**src/rtl/lc3b_types.sv**
```systemverilog
// Shared types and helpers for the branch predictor update path:
// controller state encoding, counter init value, stats ceiling and the
// 2-bit saturating counter update.
package lc3b_types;

    // Controller state: INIT sweeps the counter array, RUN services updates.
    typedef enum logic {
        ST_INIT = 1'b0,
        ST_RUN  = 1'b1
    } bp_state_e;

    // Every counter starts as weakly not taken.
    localparam logic [1:0] BP_CTR_INIT = 2'b01;

    // Ceiling for the optional 16-bit statistics counters.
    localparam logic [15:0] BP_STAT_MAX = 16'hFFFF;

    // Move a 2-bit counter one step toward the actual outcome, holding at 00/11.
    function automatic logic [1:0] bp_sat_update(input logic [1:0] ctr, input logic taken);
        logic [1:0] v_next;
        v_next = ctr;
        if (taken) begin
            if (ctr != 2'b11) v_next = ctr + 2'd1;
        end else begin
            if (ctr != 2'b00) v_next = ctr - 2'd1;
        end
        return v_next;
    endfunction

endpackage

```
**src/rtl/bp_update_fifo.sv**
```systemverilog
// Small synchronous FIFO holding resolved-branch update entries.
// Pointers carry one extra wrap bit so full and empty are distinguishable.
// A flush empties the queue in one cycle; push and pop may coincide.
module bp_update_fifo #(
    parameter int WIDTH = 6,
    parameter int DEPTH = 4
) (
    input  logic             clk,
    input  logic             rst_n,
    input  logic             i_flush,
    input  logic             i_push,
    input  logic [WIDTH-1:0] i_pdata,
    input  logic             i_pop,
    output logic [WIDTH-1:0] o_head,
    output logic             o_full,
    output logic             o_empty
);

    localparam int AW = $clog2(DEPTH);
    localparam logic [AW:0] PTR_ONE = {{AW{1'b0}}, 1'b1};

    logic [WIDTH-1:0] r_mem [DEPTH];
    logic [AW:0]      r_wptr;
    logic [AW:0]      r_rptr;
    logic             w_do_push;
    logic             w_do_pop;

    assign o_empty   = (r_wptr == r_rptr);
    assign o_full    = (r_wptr[AW] != r_rptr[AW]) && (r_wptr[AW-1:0] == r_rptr[AW-1:0]);
    assign w_do_push = i_push & ~o_full;
    assign w_do_pop  = i_pop & ~o_empty;
    assign o_head    = r_mem[r_rptr[AW-1:0]];

    // Advance pointers on push/pop; flush drops every stored entry.
    always_ff @(posedge clk or negedge rst_n) begin
        if (!rst_n) begin
            r_wptr <= '0;
            r_rptr <= '0;
        end else if (i_flush) begin
            r_wptr <= '0;
            r_rptr <= '0;
        end else begin
            if (w_do_push) r_wptr <= r_wptr + PTR_ONE;
            if (w_do_pop)  r_rptr <= r_rptr + PTR_ONE;
        end
    end

    // Storage write; contents need no reset because the pointers gate visibility.
    always_ff @(posedge clk) begin
        if (w_do_push) r_mem[r_wptr[AW-1:0]] <= i_pdata;
    end

endmodule

```
**src/rtl/branch_update_ctrl.sv**
```systemverilog
// Branch predictor update controller.
// After reset (or a clear request) it sweeps the 2-bit counter array to
// weakly-not-taken, then accepts resolved branches into a small queue and
// applies read-modify-write saturating updates through a synchronous-read
// array port, forwarding the previous cycle's write on an index match.
// Optional build macro BP_STATS_EN adds saturating branch/mispredict counters.
//
// Handshake: an entry is accepted on a rising clk edge exactly when
// wb_valid && wb_ready; wb_ready does not depend on wb_valid, and a
// wb_valid presented while wb_ready is low is not accepted (upstream stalls).
module branch_update_ctrl
    import lc3b_types::*;
#(
    parameter int INDEX_BITS = 5,
    parameter int QDEPTH     = 4
) (
    input  logic                  clk,
    input  logic                  reset,
    input  logic                  wb_valid,
    input  logic                  wb_taken,
    input  logic                  wb_predicted,
    input  logic [INDEX_BITS-1:0] wb_index,
    output logic                  wb_ready,
    input  logic                  clear_req,
    input  logic                  upd_hold,
    output logic [INDEX_BITS-1:0] arr_rindex,
    input  logic [1:0]            arr_rdata,
    output logic                  arr_write,
    output logic [INDEX_BITS-1:0] arr_windex,
    output logic [1:0]            arr_wdata,
    output logic                  init_busy,
    output logic                  mispredict,
    output logic [15:0]           stat_branches,
    output logic [15:0]           stat_mispredicts,
    output bp_state_e             o_dbg_state
);

    localparam int QW = INDEX_BITS + 1;
    localparam logic [INDEX_BITS-1:0] SWEEP_LAST = '1;
    localparam logic [INDEX_BITS-1:0] SWEEP_ONE  = {{(INDEX_BITS-1){1'b0}}, 1'b1};

    bp_state_e             r_state;
    bp_state_e             w_state_next;
    logic [INDEX_BITS-1:0] r_sweep;

    logic                  w_push;
    logic                  w_issue;
    logic [QW-1:0]         w_q_head;
    logic                  w_q_full;
    logic                  w_q_empty;

    logic                  r_ws_valid;
    logic [INDEX_BITS-1:0] r_ws_index;
    logic                  r_ws_taken;

    logic                  r_lw_valid;
    logic [INDEX_BITS-1:0] r_lw_index;
    logic [1:0]            r_lw_data;

    logic [1:0]            w_old_ctr;
    logic                  r_mispredict;

    assign w_push      = wb_valid & wb_ready;
    assign arr_rindex  = w_q_head[QW-1:1];
    assign mispredict  = r_mispredict;
    assign o_dbg_state = r_state;

    // The array has not yet absorbed last cycle's write when it was read, so
    // a same-index write from the preceding cycle overrides the read data.
    assign w_old_ctr = (r_lw_valid && (r_lw_index == r_ws_index)) ? r_lw_data : arr_rdata;

    bp_update_fifo #(
        .WIDTH (QW),
        .DEPTH (QDEPTH)
    ) u_fifo (
        .clk     (clk),
        .rst_n   (reset),
        .i_flush (clear_req),
        .i_push  (w_push),
        .i_pdata ({wb_index, wb_taken}),
        .i_pop   (w_issue),
        .o_head  (w_q_head),
        .o_full  (w_q_full),
        .o_empty (w_q_empty)
    );

    // State register.
    always_ff @(posedge clk or negedge reset) begin
        if (!reset) r_state <= ST_INIT;
        else        r_state <= w_state_next;
    end

    // Next state, handshake, issue and array write port.
    always_comb begin
        w_state_next = r_state;
        wb_ready     = 1'b0;
        init_busy    = 1'b0;
        w_issue      = 1'b0;
        arr_write    = 1'b0;
        arr_windex   = r_ws_index;
        arr_wdata    = bp_sat_update(w_old_ctr, r_ws_taken);
        case (r_state)
            ST_INIT: begin
                init_busy  = 1'b1;
                // No sweep write while reset is held low.
                arr_write  = reset;
                arr_windex = r_sweep;
                arr_wdata  = BP_CTR_INIT;
                if (!clear_req && (r_sweep == SWEEP_LAST)) w_state_next = ST_RUN;
            end
            ST_RUN: begin
                wb_ready  = ~w_q_full;
                w_issue   = ~w_q_empty & ~upd_hold & ~clear_req;
                // A clear discards the write that is already in flight.
                arr_write = r_ws_valid & ~clear_req;
                if (clear_req) w_state_next = ST_INIT;
            end
            default: w_state_next = ST_INIT;
        endcase
    end

    // Sweep index: counts only while sweeping; a clear restarts it at zero.
    always_ff @(posedge clk or negedge reset) begin
        if (!reset) begin
            r_sweep <= '0;
        end else if ((r_state == ST_INIT) && !clear_req) begin
            r_sweep <= r_sweep + SWEEP_ONE;
        end else begin
            r_sweep <= '0;
        end
    end

    // Write stage: captures the entry popped this cycle for next cycle's write.
    always_ff @(posedge clk or negedge reset) begin
        if (!reset) begin
            r_ws_valid <= 1'b0;
            r_ws_index <= '0;
            r_ws_taken <= 1'b0;
        end else begin
            r_ws_valid <= w_issue;
            r_ws_index <= w_q_head[QW-1:1];
            r_ws_taken <= w_q_head[0];
        end
    end

    // Last-write record used for read-after-write forwarding.
    always_ff @(posedge clk or negedge reset) begin
        if (!reset) begin
            r_lw_valid <= 1'b0;
            r_lw_index <= '0;
            r_lw_data  <= 2'b00;
        end else begin
            r_lw_valid <= arr_write;
            r_lw_index <= arr_windex;
            r_lw_data  <= arr_wdata;
        end
    end

    // One-cycle mispredict pulse after an accepted wrong prediction.
    always_ff @(posedge clk or negedge reset) begin
        if (!reset) r_mispredict <= 1'b0;
        else        r_mispredict <= w_push & (wb_taken ^ wb_predicted);
    end

`ifdef BP_STATS_EN
    logic [15:0] r_stat_br;
    logic [15:0] r_stat_mp;

    // Saturating counts of accepted branches and mispredict pulses.
    always_ff @(posedge clk or negedge reset) begin
        if (!reset) begin
            r_stat_br <= 16'h0000;
            r_stat_mp <= 16'h0000;
        end else if (clear_req) begin
            r_stat_br <= 16'h0000;
            r_stat_mp <= 16'h0000;
        end else begin
            if (w_push && (r_stat_br != BP_STAT_MAX))       r_stat_br <= r_stat_br + 16'd1;
            if (r_mispredict && (r_stat_mp != BP_STAT_MAX)) r_stat_mp <= r_stat_mp + 16'd1;
        end
    end

    assign stat_branches    = r_stat_br;
    assign stat_mispredicts = r_stat_mp;
`else
    assign stat_branches    = 16'h0000;
    assign stat_mispredicts = 16'h0000;
`endif

endmodule

```
**config.mk**
```make
export PLATFORM = sky130hd
export DESIGN_NAME = branch_update_ctrl
export DESIGN_NICKNAME = d
export VERILOG_FILES = /design/src/rtl/lc3b_types.sv /design/src/rtl/bp_update_fifo.sv /design/src/rtl/branch_update_ctrl.sv
export SDC_FILE = /design/constraint.sdc
export NUM_CORES = 1
export LEC_CHECK = 0
export BUFFER_PORTS_ARGS = -buffer_cell sky130_fd_sc_hd__clkbuf_2
export CORE_ASPECT_RATIO = 0.8
export CORE_UTILIZATION = 53
export DETAILED_ROUTE_END_ITERATION = 6
export GPL_TIMING_DRIVEN = 0
export PLACE_DENSITY_LB_ADDON = 0.3
export SLEW_MARGIN = 5
export SYNTH_ARGS = -nofsm -noshare
export SYNTH_HDL_FRONTEND = slang
export SYNTH_SLANG_ARGS = --single-unit
export TNS_END_PERCENT = 5
```
**constraint.sdc**
```tcl
create_clock -name clk -period 2.1 [get_ports clk]
set_input_delay 0.21 -clock clk [delete_from_list [all_inputs] [get_ports clk]]
set_output_delay 0.21 -clock clk [all_outputs]
set_load 0.005 [all_outputs]
```
==> results.json <==
{
  "cp_cell_sequence": "xnor2_1, nand4_1, buf_4, or3_4, a41o_1, buf_2",
  "finalClockSkew_ps": 7.80,
  "slew_headroom": 0.520,
  "arrival_ps": 1940,
  "setup_ws_ps": -47.0,
  "pre_cts_slack_ps": 231,
  "start_kind": "register",
  "finalNonFillerCells": 303,
  "clkLatencyLatePin_ps": 310,
  "yosysWarnings": 0,
  "setup_tns_ps": -83.9,
  "vias": 1411,
  "synthMuxAreaShare": 0.0934,
  "nFillCells": 326,
  "start_util": 0.574,
  "cp_slowest_cell": "dfrtp_1",
  "finalSetupViolCount": 2,
  "vdd_drop_max_v": 0.000450,
  "cts.sinks": 52,
  "cts_tree": "done",
  "drt-pass1-iter-count": 4,
  "endpoint_kind": "output pin",
  "yosys.area_share.simple": 0.0644,
  "cts_buffers": 5,
  "p_leak_uw": 0.00139,
  "drt_iter0_drc": 52,
  "syn_inst": 175,
  "synth_flop_cell": "dfrtp_1",
  "ys_top_cells_by_area": "edfxtp_1 (29%), dfrtp_1 (28%), buf_4 (11%)",
  "dp_cells": 293,
  "drc_errors": 0,
  "synthXorXnorAreaFrac": 0.0664,
  "synth_area_sq_um": 2500,
  "fp.dieW_um": 78.9,
  "synth_seq_cells": 52,
  "fmax_mhz": 466,
  "rows": 21,
  "min_period_ps": 2150,
  "place_congestion": 0.703,
  "die_height_um": 63.5,
  "cpPeakStageDelay_ps": 390,
  "synth_top_area_cell": "edfxtp_1",
  "grt_max_degree": 30,
  "synth-compound-area-share": 0.0415,
  "ys_seq_area_frac": 0.567,
  "netlist_top_cells_count": "buf_4 (38), dfrtp_1 (28), edfxtp_1 (24)",
  "violations": "setup timing",
  "critical_path_buf_inv_count": 2,
  "yosysTopAreaCellShare": 0.288,
  "fin_crit_sh": 1.02,
  "htree_num_levels": 2,
  "async_flop_share": 0.538,
  "hold_viol": 0,
  "clock_path_buffers": 2,
  "clk_pin_slew_ps": 100,
  "die-area_sq_um": 5010,
  "placed_area_sq_um": 2840,
  "antenna_found_initial": 0,
  "overflow": 0,
  "cp_max_fo": 3,
  "grtUsageTotal": 0.181,
  "boundaryPins": 63,
  "drv_cap": 0,
  "seq_area_sq_um": 1420,
  "design_area_sq_um": 2990,
  "cp.required_ps": 1890,
  "synth_top_family_by_area": "buffers and inverters",
  "yosysMostFrequentCell": "buf_4",
  "totalWireLength_um": 3940,
  "post-route-util": 0.684,
  "netlist-cell-type-count": 35,
  "crit_type": "reg -> out",
  "core_sq_um": 4360,
  "hpwlAfterDp_um": 2890,
  "tightest_slew_ps": 720,
  "clockRootBuffer": "clkbuf_8",
  "area_growth_pct": 19.2,
  "status": "finished, violations left",
  "n_antenna_cell": 0,
  "critical-path-top-delay-family": "simple AND/OR/NAND/NOR gates",
  "rsz0062_at_grt": "true",
  "multi_input_comb_area_sq_um": 883,
  "nNetsFinal": 266,
  "synth_area_per_cell_sq_um": 14.3,
  "layout-drive-gt1-share": 0.378,
  "synthAdderAreaFrac": 0.0350,
  "vias_per_cell": 4.66,
  "power_density_nw_per_um2": 637,
  "synth-edff-count": 24,
  "drv_slew": 0,
  "wl_per_cell_um": 13.0,
  "hold_class": "in -> reg",
  "io_buffers": 30,
  "grt_pass1_vias": 1389,
  "grt_pass1_wl_um": 6600,
  "ant_nets": 0
}
[per-stage QoR]
stage	hold slack [ps]	power, uW
3_3_place_gp	295	1230
5_1_grt	77.4	1970
4_1_cts	85.8	1910
6_report	90.2	1900
3_5_place_dp	293	1230
2_1_floorplan	-85.6	1190
[worst register-to-register path, stage by stage (launching register included)]
cell and delay, ps:
dfrtp_1 390, buf_4 180, xnor2_2 190, a31oi_4 230, and3_1 420, xnor2_1 170
nor2_1 50
[worst paths after layout]
check	startpoint	to	slack (ps)	depth (start not counted)
max	r_lw_index[4]$_DFF_PN0_	arr_wdata[1]	-50	6
min	upd_hold	r_ws_valid$_DFF_PN0_	90	2
max reg2reg	u_fifo.r_rptr[1]$_DFFE_PN0P_	u_fifo.r_wptr[2]$_DFFE_PN0P_	360	6
min reg2reg	r_sweep[0]$_DFF_PN0_	r_sweep[0]$_DFF_PN0_	520	1
max in group asynchronous	reset	r_sweep[1]$_DFF_PN0_	1140	2
min in group asynchronous	reset	r_lw_data[1]$_DFF_PN0_	500	2
[cells in the final DEF, fill, tap and decap left out, drive strengths merged]
cell type / count
buf: 41
clkbuf: 36
conb: 32
dfrtp: 28
edfxtp: 24
xnor2: 13
nor2: 9
ha: 7
inv: 7
mux4: 6
mux2: 5
and3: 5
nand3: 3
xor2: 3
nor3: 3
nand2: 3
nor3b: 2
or3: 2
a21oi: 2
mux2i: 2
a211oi: 2
nand4: 1
o21ai: 1
o21bai: 1
a31oi: 1
nand2b: 1
a311oi: 1
o2bb2ai: 1
a41o: 1
bufinv: 1
clkinvlp: 1
dlygate4sd3: 1
[per-layer routing]
metal  GRT usage  vias to the layer above  share of wire
met5           0                        -              0
met4      0.0818                        0          0.012
met3      0.0551                        5          0.065
met2       0.308                       46           0.51
met1       0.209                      669           0.42
li1            -                      691              -
[what timing repair did]
item / in CTS / in global routing
endpoints found under the setup margin: 2 / 4
pin swaps: 2 / 0
gates cloned: 0 / 0
resized for setup: 3 / 1
hold buffers: 1 / 0
endpoints found under the hold margin: 28 / 0
buffers inserted: 1 / 0
[logic make-up after synthesis]
kind of cell,Yosys count
DFF,52
AOI/OAI and AO/OA,10
other,1
muxes,13
adders and majority gates,7
xor gates and xnor gates,16
and+or+nand+nor,29
buffers and inverters,47
[flip-flops by register name, summed over array words and instances (netlist names)]
signal / flops
u_fifo.r_mem: 24
u_fifo.r_wptr: 3
u_fifo.r_rptr: 3
r_sweep: 5
r_lw_index: 5
r_ws_taken: 1
mispredict: 1
o_dbg_state: 1
r_lw_valid: 1
r_lw_data: 2
r_ws_index: 5
r_ws_valid: 1
[layout make-up]
class	instances	area share
inverters	6	0.00754
well taps	57	0.0239
clock buffers	5	0.0231
multi-input cells	107	0.296
clock inverters	3	0.0155
repair buffers	32	0.0562
flip-flops and latches	52	0.476
plain buffers	41	0.102
[report_power, final]
part	switching, uW	total, uW	internal [uW]
sequential	7.43	1080	1080
combinational	61.4	130	68.5
clock	330	688	359
total	398	1900	1500
No activity file was read; power rests on OpenSTA's default activity.
